`src/rtl/pc_pkg.sv`:
```
// Shared encodings for the program-counter unit.
// Holds the next-PC mode constants and the control FSM state type.
package pc_pkg;

   localparam logic [2:0] SEQ    = 3'd0;
   localparam logic [2:0] BRANCH = 3'd1;
   localparam logic [2:0] JUMP   = 3'd2;
   localparam logic [2:0] CALL   = 3'd3;
   localparam logic [2:0] RET    = 3'd4;

   typedef enum logic [1:0] {
      BOOT  = 2'd0,
      RUN   = 2'd1,
      FAULT = 2'd2
   } pc_state_e;

endpackage

```
`src/rtl/pc_ras.sv`:
```
// Return-address stack: LIFO with one push or one pop per cycle.
// Illegal requests (push when full, pop when empty, or both together) are flagged and ignored.
module pc_ras
   import pc_pkg::*;
#(
   parameter int unsigned ADDR_W    = 11,
   parameter int unsigned RAS_DEPTH = 8,
   localparam int unsigned CNT_W    = $clog2(RAS_DEPTH + 1)
) (
   input  logic              clk_i,
   input  logic              rst_i,
   input  logic              push_i,
   input  logic              pop_i,
   input  logic [ADDR_W-1:0] push_data_i,
   output logic [ADDR_W-1:0] top_data_o,
   output logic              full_o,
   output logic              empty_o,
   output logic [CNT_W-1:0]  count_o,
   output logic              err_o
);

   localparam int unsigned IDX_W = $clog2(RAS_DEPTH);

   logic [ADDR_W-1:0] mem_q [RAS_DEPTH];
   logic [CNT_W-1:0]  count_q, count_d;
   logic [IDX_W-1:0]  top_idx, push_idx;
   logic              do_push, do_pop;

   assign full_o   = (count_q == CNT_W'(RAS_DEPTH));
   assign empty_o  = (count_q == '0);
   assign count_o  = count_q;

   assign push_idx   = IDX_W'(count_q);
   assign top_idx    = IDX_W'(count_q - CNT_W'(1));
   assign top_data_o = mem_q[top_idx];

   assign do_push = push_i & ~pop_i & ~full_o;
   assign do_pop  = pop_i & ~push_i & ~empty_o;
   assign err_o   = (push_i & pop_i) | (push_i & full_o) | (pop_i & empty_o);

   always_comb begin
      count_d = count_q;
      if (do_push) begin
         count_d = count_q + CNT_W'(1);
      end else if (do_pop) begin
         count_d = count_q - CNT_W'(1);
      end
   end

   always_ff @(posedge clk_i or posedge rst_i) begin
      if (rst_i) begin
         count_q <= '0;
      end else begin
         count_q <= count_d;
      end
   end

   // Storage needs no reset: the count alone decides which entries are live.
   always_ff @(posedge clk_i) begin
      if (do_push) begin
         mem_q[push_idx] <= push_data_i;
      end
   end

endmodule

```
`src/rtl/pc_unit.sv`:
```
// Program-counter unit: next-PC selection, boot/run/fault control and a return-address stack.
// Instrucao comes straight from a register, so every mode change takes effect one edge later.
module pc_unit
   import pc_pkg::*;
#(
   parameter int unsigned       ADDR_W       = 11,
   parameter int unsigned       RAS_DEPTH    = 8,
   parameter logic [ADDR_W-1:0] RESET_VECTOR = '0
) (
   input  logic                             Clock,
   input  logic                             Reset,
   input  logic                             Enable,
   input  logic [2:0]                       PCMode,
   input  logic [ADDR_W-1:0]                Target,
   input  logic [ADDR_W-1:0]                Offset,
   output logic [ADDR_W-1:0]                Instrucao,
   output logic                             StackFull,
   output logic                             StackEmpty,
   output logic                             Fault,
   output logic [$clog2(RAS_DEPTH+1)-1:0]   StackCount
);

   pc_state_e         state_q;
   logic [ADDR_W-1:0] pc_q, pc_d, seq_pc, ret_pc;
   logic              fault_q;
   logic              run_en, push_req, pop_req;
   logic              overflow, underflow, ras_err, stack_fault;

   assign run_en      = (state_q == RUN) && Enable;
   assign push_req    = run_en && (PCMode == CALL);
   assign pop_req     = run_en && (PCMode == RET);
   assign overflow    = push_req & StackFull;
   assign underflow   = pop_req & StackEmpty;
   assign stack_fault = overflow | underflow | ras_err;

   assign seq_pc = pc_q + ADDR_W'(1);

   // Unused mode encodings fall through to sequential fetch.
   always_comb begin
      pc_d = seq_pc;
      case (PCMode)
         BRANCH:     pc_d = seq_pc + Offset;
         JUMP, CALL: pc_d = Target;
         RET:        pc_d = ret_pc;
         default:    pc_d = seq_pc;
      endcase
   end

   always_ff @(posedge Clock or posedge Reset) begin
      if (Reset) begin
         state_q <= BOOT;
         pc_q    <= RESET_VECTOR;
         fault_q <= 1'b0;
      end else begin
         unique case (state_q)
            BOOT: begin
               if (Enable) begin
                  state_q <= RUN;
               end
            end
            RUN: begin
               if (Enable) begin
                  if (stack_fault) begin
                     state_q <= FAULT;
                     fault_q <= 1'b1;
                  end else begin
                     pc_q <= pc_d;
                  end
               end
            end
            FAULT: begin
               fault_q <= 1'b1;
            end
            default: begin
               state_q <= BOOT;
            end
         endcase
      end
   end

   pc_ras #(
      .ADDR_W    (ADDR_W),
      .RAS_DEPTH (RAS_DEPTH)
   ) u_ras (
      .clk_i       (Clock),
      .rst_i       (Reset),
      .push_i      (push_req),
      .pop_i       (pop_req),
      .push_data_i (seq_pc),
      .top_data_o  (ret_pc),
      .full_o      (StackFull),
      .empty_o     (StackEmpty),
      .count_o     (StackCount),
      .err_o       (ras_err)
   );

   assign Instrucao = pc_q;
   assign Fault     = fault_q;

endmodule

```
`config.mk`:
```
export PLATFORM = sky130hd
export DESIGN_NAME = pc_unit
export DESIGN_NICKNAME = d
export VERILOG_FILES = /design/src/rtl/pc_pkg.sv /design/src/rtl/pc_ras.sv /design/src/rtl/pc_unit.sv
export SDC_FILE = /design/constraint.sdc
export NUM_CORES = 1
export LEC_CHECK = 0
export CAP_MARGIN = 20
export CORE_ASPECT_RATIO = 1.1
export CORE_MARGIN = 2
export CORE_UTILIZATION = 58
export DETAILED_ROUTE_END_ITERATION = 16
export GPL_TIMING_DRIVEN = 0
export PLACE_DENSITY = 0.83
export SYNTH_ARGS = -nofsm -noshare
export SYNTH_HDL_FRONTEND = slang
export SYNTH_SLANG_ARGS = --single-unit
```
`constraint.sdc`:
```
create_clock -name Clock -period 3.2 [get_ports Clock]
set_input_delay 0.32 -clock Clock [delete_from_list [all_inputs] [get_ports Clock]]
set_output_delay 0.32 -clock Clock [all_outputs]
set_load 0.03 [all_outputs]
```
== Yosys cells after proc, flatten, opt, wreduce, memory -nomap -nowiden ==
Memories as Yosys holds them, arrays and structs flattened.
Index checks and enable logic that the tools add are counted.

* Bits in registers: 18
* Memory bits (writable): 88
* Input bits: 28
* Logic and storage cells: 59
* Memories: 1

{| class="wikitable"
|+ Memories
! name !! depth !! width !! read ports !! clocked after Yosys merged registers in !! wr ports !! RTL line !! text
|-
| u_ras.mem_q || 8 || 11 || 1 || 0 || 1 || pc_ras.sv:24 || <nowiki>logic [ADDR_W-1:0] mem_q [RAS_DEPTH];</nowiki>
|}

* Add/sub/neg operators: 4
* Eq/ne operators: 10
* Muxes and demuxes: 12
* Bitwise logic cells: 17
* Reduce and logical (&&, ||, !) cells: 11

{| class="wikitable"
|+ Operator list
! cell !! number
|-
| case mux 11 bit (3 select lines) || 1
|-
| adder 11 x 1 -> 11 bit (second input constant) || 1
|-
| adder 11 bit || 1
|-
| two-way mux 4 bit || 2
|-
| bitwise AND 1 bit || 7
|-
| equality test 3 x 2 -> 1 bit (second input constant) || 2
|-
| two-way mux 2 bit || 3
|-
| != test 2 bit (second input constant) || 3
|-
| NOT 1 bit || 6
|-
| case mux 2 bit (3 select lines) || 1
|-
| AND reduction 3 bit || 2
|-
| adder 4 x 1 -> 4 bit (second input constant) || 1
|-
| equality test 4 bit (second input constant) || 1
|-
| logical NOT 4 bit || 1
|-
| two-way mux 1 bit || 4
|-
| bitwise OR 1 bit || 4
|-
| AND reduction 4 bit || 1
|-
| nonzero test 2 bit || 2
|-
| subtractor 4 x 1 -> 4 bit (second input constant) || 1
|-
| equality test 3 x 1 -> 1 bit (second input constant) || 1
|-
| equality test 3 bit (second input constant) || 1
|-
| logical AND 1 bit || 3
|-
| equality test 2 x 1 -> 1 bit (second input constant) || 1
|-
| equality test 2 bit (second input constant) || 1
|-
| 3 further kinds || 3
|}

== Logic depth before layout (Yosys ltp) ==
Gate-level depths: netlist of run 1.

* Depth after elaboration: 10
* Gate-level depth with buffers: 12
* Depth with buffers taken out: 12

== Modules after synthesis ==
From an unflattened synthesis of run 1, not the netlist that was laid out.

* Cell total of the unflattened synthesis: 381
* Area total of the unflattened synthesis: 5363.9 sq um

{| class="wikitable"
|+ Modules (own cells, without submodules)
! module !! instances !! cells each !! area an instance (sq um) !! seq. area each (sq um)
|-
| pc_ras || 1 || 176 || 3748.6 || 2742.6
|-
| pc_unit || 1 || 205 || 1615.3 || 350.3
|}

== Worst setup path after synthesis of run 1 ==
OpenSTA, ideal clock, no wires.

* Kind: register -> register
* From: register u_ras.count_q[0], in the netlist u_ras.count_o[0]
* To: memory u_ras.mem_q[4][0] (enable)
* Setup time: 393 ps
* Arrival time: 2901 ps
* Data required time: 2807 ps
* Path slack: -94 ps
* Stages on the path, launching flop included: 10
* Path buffers: 2
* Period minus slack after synthesis: 3294 ps
* Cells stage by stage: dfrtp_1 -> buf_6 -> buf_2 -> inv_1 -> ha_1 -> nand2b_1 -> nor2_1 -> nor3b_2 -> nand2_1 -> nor3_1

* Cells in the longest elaborated chain, start to end: 5

{| class="wikitable"
|+ Ends and longest elaborated chain
! element !! RTL line !! text
|-
| start: declaration || pc_ras.sv:25 || <nowiki>logic [CNT_W-1:0] count_q, count_d;</nowiki>
|-
| start signal: assignment || pc_ras.sv:54 || <nowiki>count_q <= count_d;</nowiki>
|-
| equality test 4 bit || pc_ras.sv:29 || <nowiki>assign full_o = (count_q == CNT_W'(RAS_DEPTH));</nowiki>
|-
| net StackFull || pc_unit.sv:17 || <nowiki>output logic StackFull,</nowiki>
|-
| NOT 1 bit || pc_ras.sv:37 || <nowiki>assign do_push = push_i & ~pop_i & ~full_o;</nowiki>
|-
| bitwise AND 1 bit || pc_ras.sv:37 ||
|-
| two-way mux 1 bit || pc_ras.sv:60 || <nowiki>if (do_push) begin</nowiki>
|-
| two-way mux 1 bit (not written as such) || pc_ras.sv:61 || <nowiki>mem_q[push_idx] <= push_data_i;</nowiki>
|-
| end: declaration || pc_ras.sv:24 ||
|}

The timed path passes the listed nets, and every way through them passes these cells.

== Worst setup path in the final report of run 1 ==
* From: register u_ras.count_q[0], in the netlist u_ras.count_o[0]
* To: memory u_ras.mem_q[7][4] (enable)

* Cells in the longest elaborated chain, start to end: 5

{| class="wikitable"
|+ Ends and longest elaborated chain
! element !! RTL line
|-
| equality test 4 bit || pc_ras.sv:29
|-
| NOT 1 bit || pc_ras.sv:37
|-
| bitwise AND 1 bit || pc_ras.sv:37
|-
| two-way mux 1 bit || pc_ras.sv:60
|-
| two-way mux 1 bit (not written as such) || pc_ras.sv:61
|}

Parallel ways exist; a longest one is shown, timed or not.

==> flow_summary.json, run 1 <==
{
  "status": "finished clean",
  "synthAdderAreaFrac_pct": 4.200,
  "initial_core_util_pct": 59.38,
  "grt_pass1_vias": 3469,
  "synth_cells": 362,
  "critPathRequiredTime_ns": 3.27,
  "worst_pin_slew_ns": 0.9031,
  "die_area_um2": 9817,
  "startpoint_type": "flip-flop",
  "worst-path-buf-inv": 4,
  "cp_slowest_cell": "dfrtp_1",
  "crit_type": "flip-flop to flip-flop",
  "ys_warn_count": 0,
  "final_area_um2": 6297,
  "grt_pass1_wl_mm": 18.09,
  "finalClockSkew_ns": 0.009986,
  "final_cell_mix": "edfxtp_1 (88), clkdlybuf4s50_1 (44), a21oi_1 (32)",
  "dieHeight_um": 103.7,
  "grtUsageTotal_pct": 24.96,
  "cts_tree": "yes",
  "hpwl_mm": 8.130,
  "drtPass1Iterations": 5,
  "drtIter0Drc": 383,
  "hold_viol_final": 0,
  "fin_crit_sh_pct": 96.10,
  "fill_cells": 573,
  "path_cells": "buf_6, clkbuf_4, inv_1, ha_1, nand2b_1, nor2_1, nor3b_4, nand2_1, nor2_2, buf_4",
  "synth_simple_gate_area_share_pct": 7.184,
  "antenna_found_initial": 0,
  "synth-seq-cells": 106,
  "remaining_drc_errors": 0,
  "synthXorXnorAreaFrac_pct": 4.010,
  "utilization_pct": 71.33,
  "clock_path_buffers": 2,
  "root_buffer": "clkbuf_8",
  "cp.arrival_ns": 3.15,
  "layout-drive-gt1-share_pct": 16.82,
  "period_minus_slack_ns": 3.075,
  "n_antenna_cell": 0,
  "synth_top_family_by_area": "multiplexers",
  "placementRows": 36,
  "timing.rr.start": "u_ras.count_o[0]$_DFFE_PP0P_",
  "clk_pin_slew_ns": 0.09,
  "peakVddDrop_v": 0.0002726,
  "synthMuxAreaShare_pct": 13.34,
  "grt_start_max_net_pins": 19,
  "vias": 3423,
  "powerDensity_nw_per_um2": 391.7,
  "die_x_um": 94.65,
  "postSynthAreaPerCell_um2": 14.48,
  "rr_worst_depth": 10,
  "hold_slack_ns": 0.3809,
  "pin_count": 46,
  "syn2layout_area_growth_pct": 20.12,
  "synth_nets": 407,
  "synth_compound_area_share_pct": 9.570,
  "cap_violations": 0,
  "layout_commonest_cell": "edfxtp_1",
  "ctsHtreeMaxLevel": 3,
  "critPathMaxFanout": 10,
  "setup_viol": 0,
  "wl_mm": 11.68,
  "multi_input_area_um2": 2182,
  "core_um2": 8828,
  "synth.cell_area_um2": 5243,
  "worstSkewPairLatency_ns": 0.37,
  "cts_made_buffers": 9,
  "vias_per_cell": 6.315,
  "maxSlewViolCount": 0,
  "post_drt_wl_per_cell_um": 21.55,
  "synth_edf_count": 88,
  "placed_cell_area_um2": 5873,
  "place.gp.congestion": 0.8174,
  "hp-class": "input pin to asynchronous set/reset pin",
  "regArea_um2": 3093,
  "leakagePower_nw": 2.442,
  "timing.rr.end": "u_ras.mem_q[7][4]$_DFFE_PP_",
  "clock.fmax_mhz": 325.2,
  "regToRegSetupSlack_ns": 0.12,
  "totalPowerFinal_mw": 2.467,
  "io_buffers": 44,
  "ys_seq_area_share_pct": 59.00,
  "grt_overflow": 0,
  "cts_hold_buf": 0,
  "cp-end-kind": "flip-flop",
  "slew_headroom_pct": 39.66,
  "crit_family": "simple AND/OR/NAND/NOR gates",
  "ys.flop_type": "edfxtp_1",
  "ys_types": 53,
  "critPathMaxStageDelay_ns": 0.42,
  "num-nets-final": 469,
  "clock-sinks": 106,
  "async_flop_share_pct": 16.98,
  "antenna_left": 0
}
==> where the power goes <==
part           switching (mW)  internal, mW  leakage [nW]
registers                   0          1.47          1.16
logic                  0.0667        0.0662          1.18
clock network           0.428         0.432         0.106
total                   0.495          1.97          2.44
==> registers in the layout, indices dropped and copies added, names as in the netlist <==
name / flops
Fault: 1
Instrucao: 11
u_ras.mem_q: 88
u_ras.count_o: 4
state_q: 2
==> synth_stat cells (3+ instances only) <==
library cell	instances	area (µm²)
edfxtp_1	88	2643
a21oi_1	32	160.2
nand2_1	22	82.58
nor2_1	22	82.58
dfrtp_1	18	450.4
xnor2_1	18	157.7
ha_1	16	200.2
mux2i_1	14	140.1
inv_1	11	41.29
mux4_1	11	289.0
mux4_2	11	247.7
o21ai_0	9	45.04
buf_2	7	35.03
nand3_1	6	30.03
xor2_1	6	52.55
a21o_1	5	37.54
nor3_1	5	25.02
a211oi_1	4	30.03
a221oi_1	4	35.03
a31oi_1	4	25.02
nand2b_1	4	25.02
o211ai_1	3	22.52
==> final cells by class <==
| class | count | area share [%] |
|---|---|---|
| inverters | 11 | 0.6557 |
| multi-input cells | 231 | 34.65 |
| flip-flops and latches | 106 | 49.12 |
| clock buffers | 9 | 1.967 |
| well taps | 114 | 2.265 |
| repair buffers | 51 | 8.345 |
| plain buffers | 14 | 1.689 |
| clock inverters | 6 | 1.311 |
==> worst reg2reg max path: cells and delay by family (launching register included) <==
family	cells	cell delay [ns]
and+or+nand+nor	5	1.24
DFF	1	0.42
adders and majority gates	1	0.26
buffers and inverters	4	0.84
==> stage by stage <==
step	instances	setup slack [ns]	TNS, ns
2_1_floorplan	362	0.1316	0
3_3_place_gp	520	-0.2347	-13.74
3_5_place_dp	524	-0.2905	-10.21
4_1_cts	539	-0.1037	-1.842
5_1_grt	542	-0.01124	-0.07958
6_report	542	0.1247	0
==> cell families after synthesis <==
family                     Yosys count
AOI/OAI and AO/OA                   78
xor gates and xnor gates            24
adders and majority gates           17
and+or+nand+nor                     74
buffers and inverters               25
muxes                               38
DFF                                106
==> per-layer routing <==
layer  vias to the layer above  track usage, %  wire, µm
met5                         -               0         0
met4                         0           11.80       348
met3                        34           3.491       825
met2                       190           39.67      5771
met1                      1671           34.09      4732
li1                       1528               -         -
==> repair_timing <==
item / 4_1_cts / 5_1_grt
pin swaps: 1 / 3
setup buffers: 0 / 3
endpoints found under the setup margin: 61 / 95
gates resized for setup: 9 / 20
==> how the worst max path moves through the flow <==
stage | endpoint | startpoint | cells after the start | slack [ns]
floorplan | u_ras.count_o[3]$_DFFE_PP0P_ | u_ras.count_o[0]$_DFFE_PP0P_ | 11 | 0.13
CTS | u_ras.mem_q[3][7]$_DFFE_PP_ | u_ras.count_o[0]$_DFFE_PP0P_ | 10 | -0.10
detailed placement | u_ras.mem_q[6][0]$_DFFE_PP_ | u_ras.count_o[0]$_DFFE_PP0P_ | 9 | -0.29
global route | u_ras.mem_q[7][1]$_DFFE_PP_ | u_ras.count_o[0]$_DFFE_PP0P_ | 10 | -0.01
finish | u_ras.mem_q[7][4]$_DFFE_PP_ | u_ras.count_o[0]$_DFFE_PP0P_ | 10 | 0.12
global placement | u_ras.mem_q[3][0]$_DFFE_PP_ | u_ras.count_o[0]$_DFFE_PP0P_ | 9 | -0.23
(Power assumes the default switching activity.)
==> run 2: changes to the inputs <==
--- a/config.mk
+++ b/config.mk
@@ -7,7 +7,7 @@
 export LEC_CHECK = 0
 export CAP_MARGIN = 20
 export CORE_ASPECT_RATIO = 1.1
-export CORE_MARGIN = 2
+export CORE_MARGIN = 1
 export CORE_UTILIZATION = 58
 export DETAILED_ROUTE_END_ITERATION = 16
 export GPL_TIMING_DRIVEN = 0
==> run 2 against run 1 <==
Total power fell by 1.7%. Register-to-register slack improved by 0.03 ns. Utilization rose by 0.071 points. Largest cell class unchanged. Highest routed layer unchanged.
==> flow_summary.json, run 2 (synthesized netlist as in run 1, its figures left out) <==
{
  "num-nets-final": 475,
  "rr_worst_depth": 10,
  "grtUsageTotal_pct": 25.42,
  "hold_slack_ns": 0.3945,
  "powerDensity_nw_per_um2": 384.5,
  "utilization_pct": 71.40,
  "hpwl_mm": 8.050,
  "clock-sinks": 106,
  "finalClockSkew_ns": 0.009731,
  "cp.arrival_ns": 3.13,
  "wl_mm": 11.63,
  "crit_path_start": "u_ras.count_o[0]$_DFFE_PP0P_",
  "fill_cells": 574,
  "maxSlewViolCount": 0,
  "clk_pin_slew_ns": 0.10,
  "crit_type": "flip-flop to flip-flop",
  "placementRows": 36,
  "hp-class": "input pin to asynchronous set/reset pin",
  "critPathMaxFanout": 10,
  "remaining_drc_errors": 0,
  "die_x_um": 92.65,
  "worstSkewPairLatency_ns": 0.36,
  "internal-power_mw": 1.901,
  "clkPwrFrac_pct": 33.7,
  "clock_path_buffers": 2,
  "final_area_um2": 6304,
  "drtPass1Iterations": 5,
  "p_seq_share_pct": 60.8,
  "top_register": "u_ras.mem_q",
  "place.gp.congestion": 0.8784,
  "p_sw_mw": 0.5227,
  "largest_reg_flops": 88,
  "setup_viol": 0,
  "critPathRequiredTime_ns": 3.28,
  "hold_viol_final": 0,
  "placed_cell_area_um2": 5892,
  "grt_pass1_vias": 3293,
  "grt_pass1_wl_mm": 17.52,
  "pin_count": 46,
  "cap_violations": 0,
  "period_minus_slack_ns": 3.044,
  "io_buffers": 44,
  "post_drt_wl_per_cell_um": 21.27,
  "dp_slack_ns": -0.2686,
  "swShare_pct": 21.56,
  "grt_overflow": 0,
  "dieHeight_um": 101.7,
  "slew_headroom_pct": 47.09,
  "vias_per_cell": 6.274,
  "antenna_found_initial": 0,
  "syn2layout_area_growth_pct": 20.24,
  "clock.fmax_mhz": 328.6,
  "fin_crit_sh_pct": 95.11,
  "totalPowerFinal_mw": 2.424,
  "cts_hold_buf": 0,
  "core_um2": 8828,
  "fin_ws_ns": 0.1565,
  "cp-end-kind": "flip-flop",
  "antenna_left": 0,
  "cts_tree": "yes",
  "peakVddDrop_v": 0.0002355,
  "n_antenna_cell": 0,
  "multi_input_area_um2": 2163,
  "drtIter0Drc": 290,
  "status": "finished clean",
  "worst_pin_slew_ns": 0.7880,
  "startpoint_type": "flip-flop",
  "initial_core_util_pct": 59.38,
  "ctsHtreeMaxLevel": 3,
  "die_area_um2": 9424,
  "pwr-share-comb_pct": 5.5,
  "layout_commonest_cell": "edfxtp_1",
  "cts_made_buffers": 9,
  "layout-drive-gt1-share_pct": 18.01,
  "leakagePower_nw": 2.443,
  "root_buffer": "clkbuf_8",
  "grt_start_max_net_pins": 19,
  "regArea_um2": 3094,
  "vias": 3432,
  "final_cell_mix": "edfxtp_1 (88), clkdlybuf4s50_1 (44), a21oi_1 (32)",
  "timing.rr.start": "u_ras.count_o[0]$_DFFE_PP0P_"
}
==> run 2: cell type report <==
cell class,instances,share of cell area [%]
Sequential cell,106,49.09
Multi-Input combinational cell,231,34.32
Timing Repair Buffer,57,9.031
Tap cell,114,2.263
Clock buffer,9,1.965
Buffer,14,1.647
Clock inverter,5,1.032
Inverter,11,0.6550
==> run 2: power by group through the flow <==
stage               combinational [mW]  sequential (mW)  clock [mW]
floorplan                       0.0753             1.50           0
global placement                 0.127             1.50           0
detailed placement               0.130             1.50           0
CTS                              0.130             1.47       0.814
global route                     0.147             1.47       0.866
finish                           0.134             1.47       0.816
==> run 2: metal layers <==
| metal | wire [µm] | track usage (%) |
|---|---|---|
| met5 | 0 | 0 |
| met4 | 355 | 9.822 |
| met3 | 761 | 3.754 |
| met2 | 5869 | 42.51 |
| met1 | 4645 | 34.22 |
==> run 2: worst max-delay path: stages (launching register included) <==
cell	delay [ns]
dfrtp_1	0.43
buf_6	0.20
clkbuf_4	0.28
inv_1	0.11
ha_1	0.26
nand2b_1	0.16
nor2_1	0.11
nor3b_4	0.32
nand2_1	0.25
nor2_1	0.39
buf_6	0.22
==> run 2: metrics by stage <==
step,cells,TNS (ns)
after floorplan,362,0
after global placement,520,-14.29
after detailed placement,525,-7.341
after CTS,539,-4.490
after global routing,547,-0.01989
final,547,0
==> run 2: final timing paths <==
check / to / slack, ns
hold reg to reg: Fault$_DFFE_PP0P_ / 0.47
min in group Clock: Fault$_DFFE_PP0P_ / 0.47
hold / removal: state_q[1]$_DFFE_PP0P_ / 0.39
setup / recovery: u_ras.mem_q[7][4]$_DFFE_PP_ / 0.16
max in group asynchronous: Instrucao[2]$_DFFE_PP0P_ / 2.26
setup reg to reg: u_ras.mem_q[7][4]$_DFFE_PP_ / 0.16
==> run 2: repair_timing <==
| action | 4_1_cts | 5_1_grt |
|---|---|---|
| setup buffers | 0 | 8 |
| resized for setup | 4 | 22 |
| pin swaps | 0 | 4 |
| endpoints found under the setup margin | 42 | 81 |
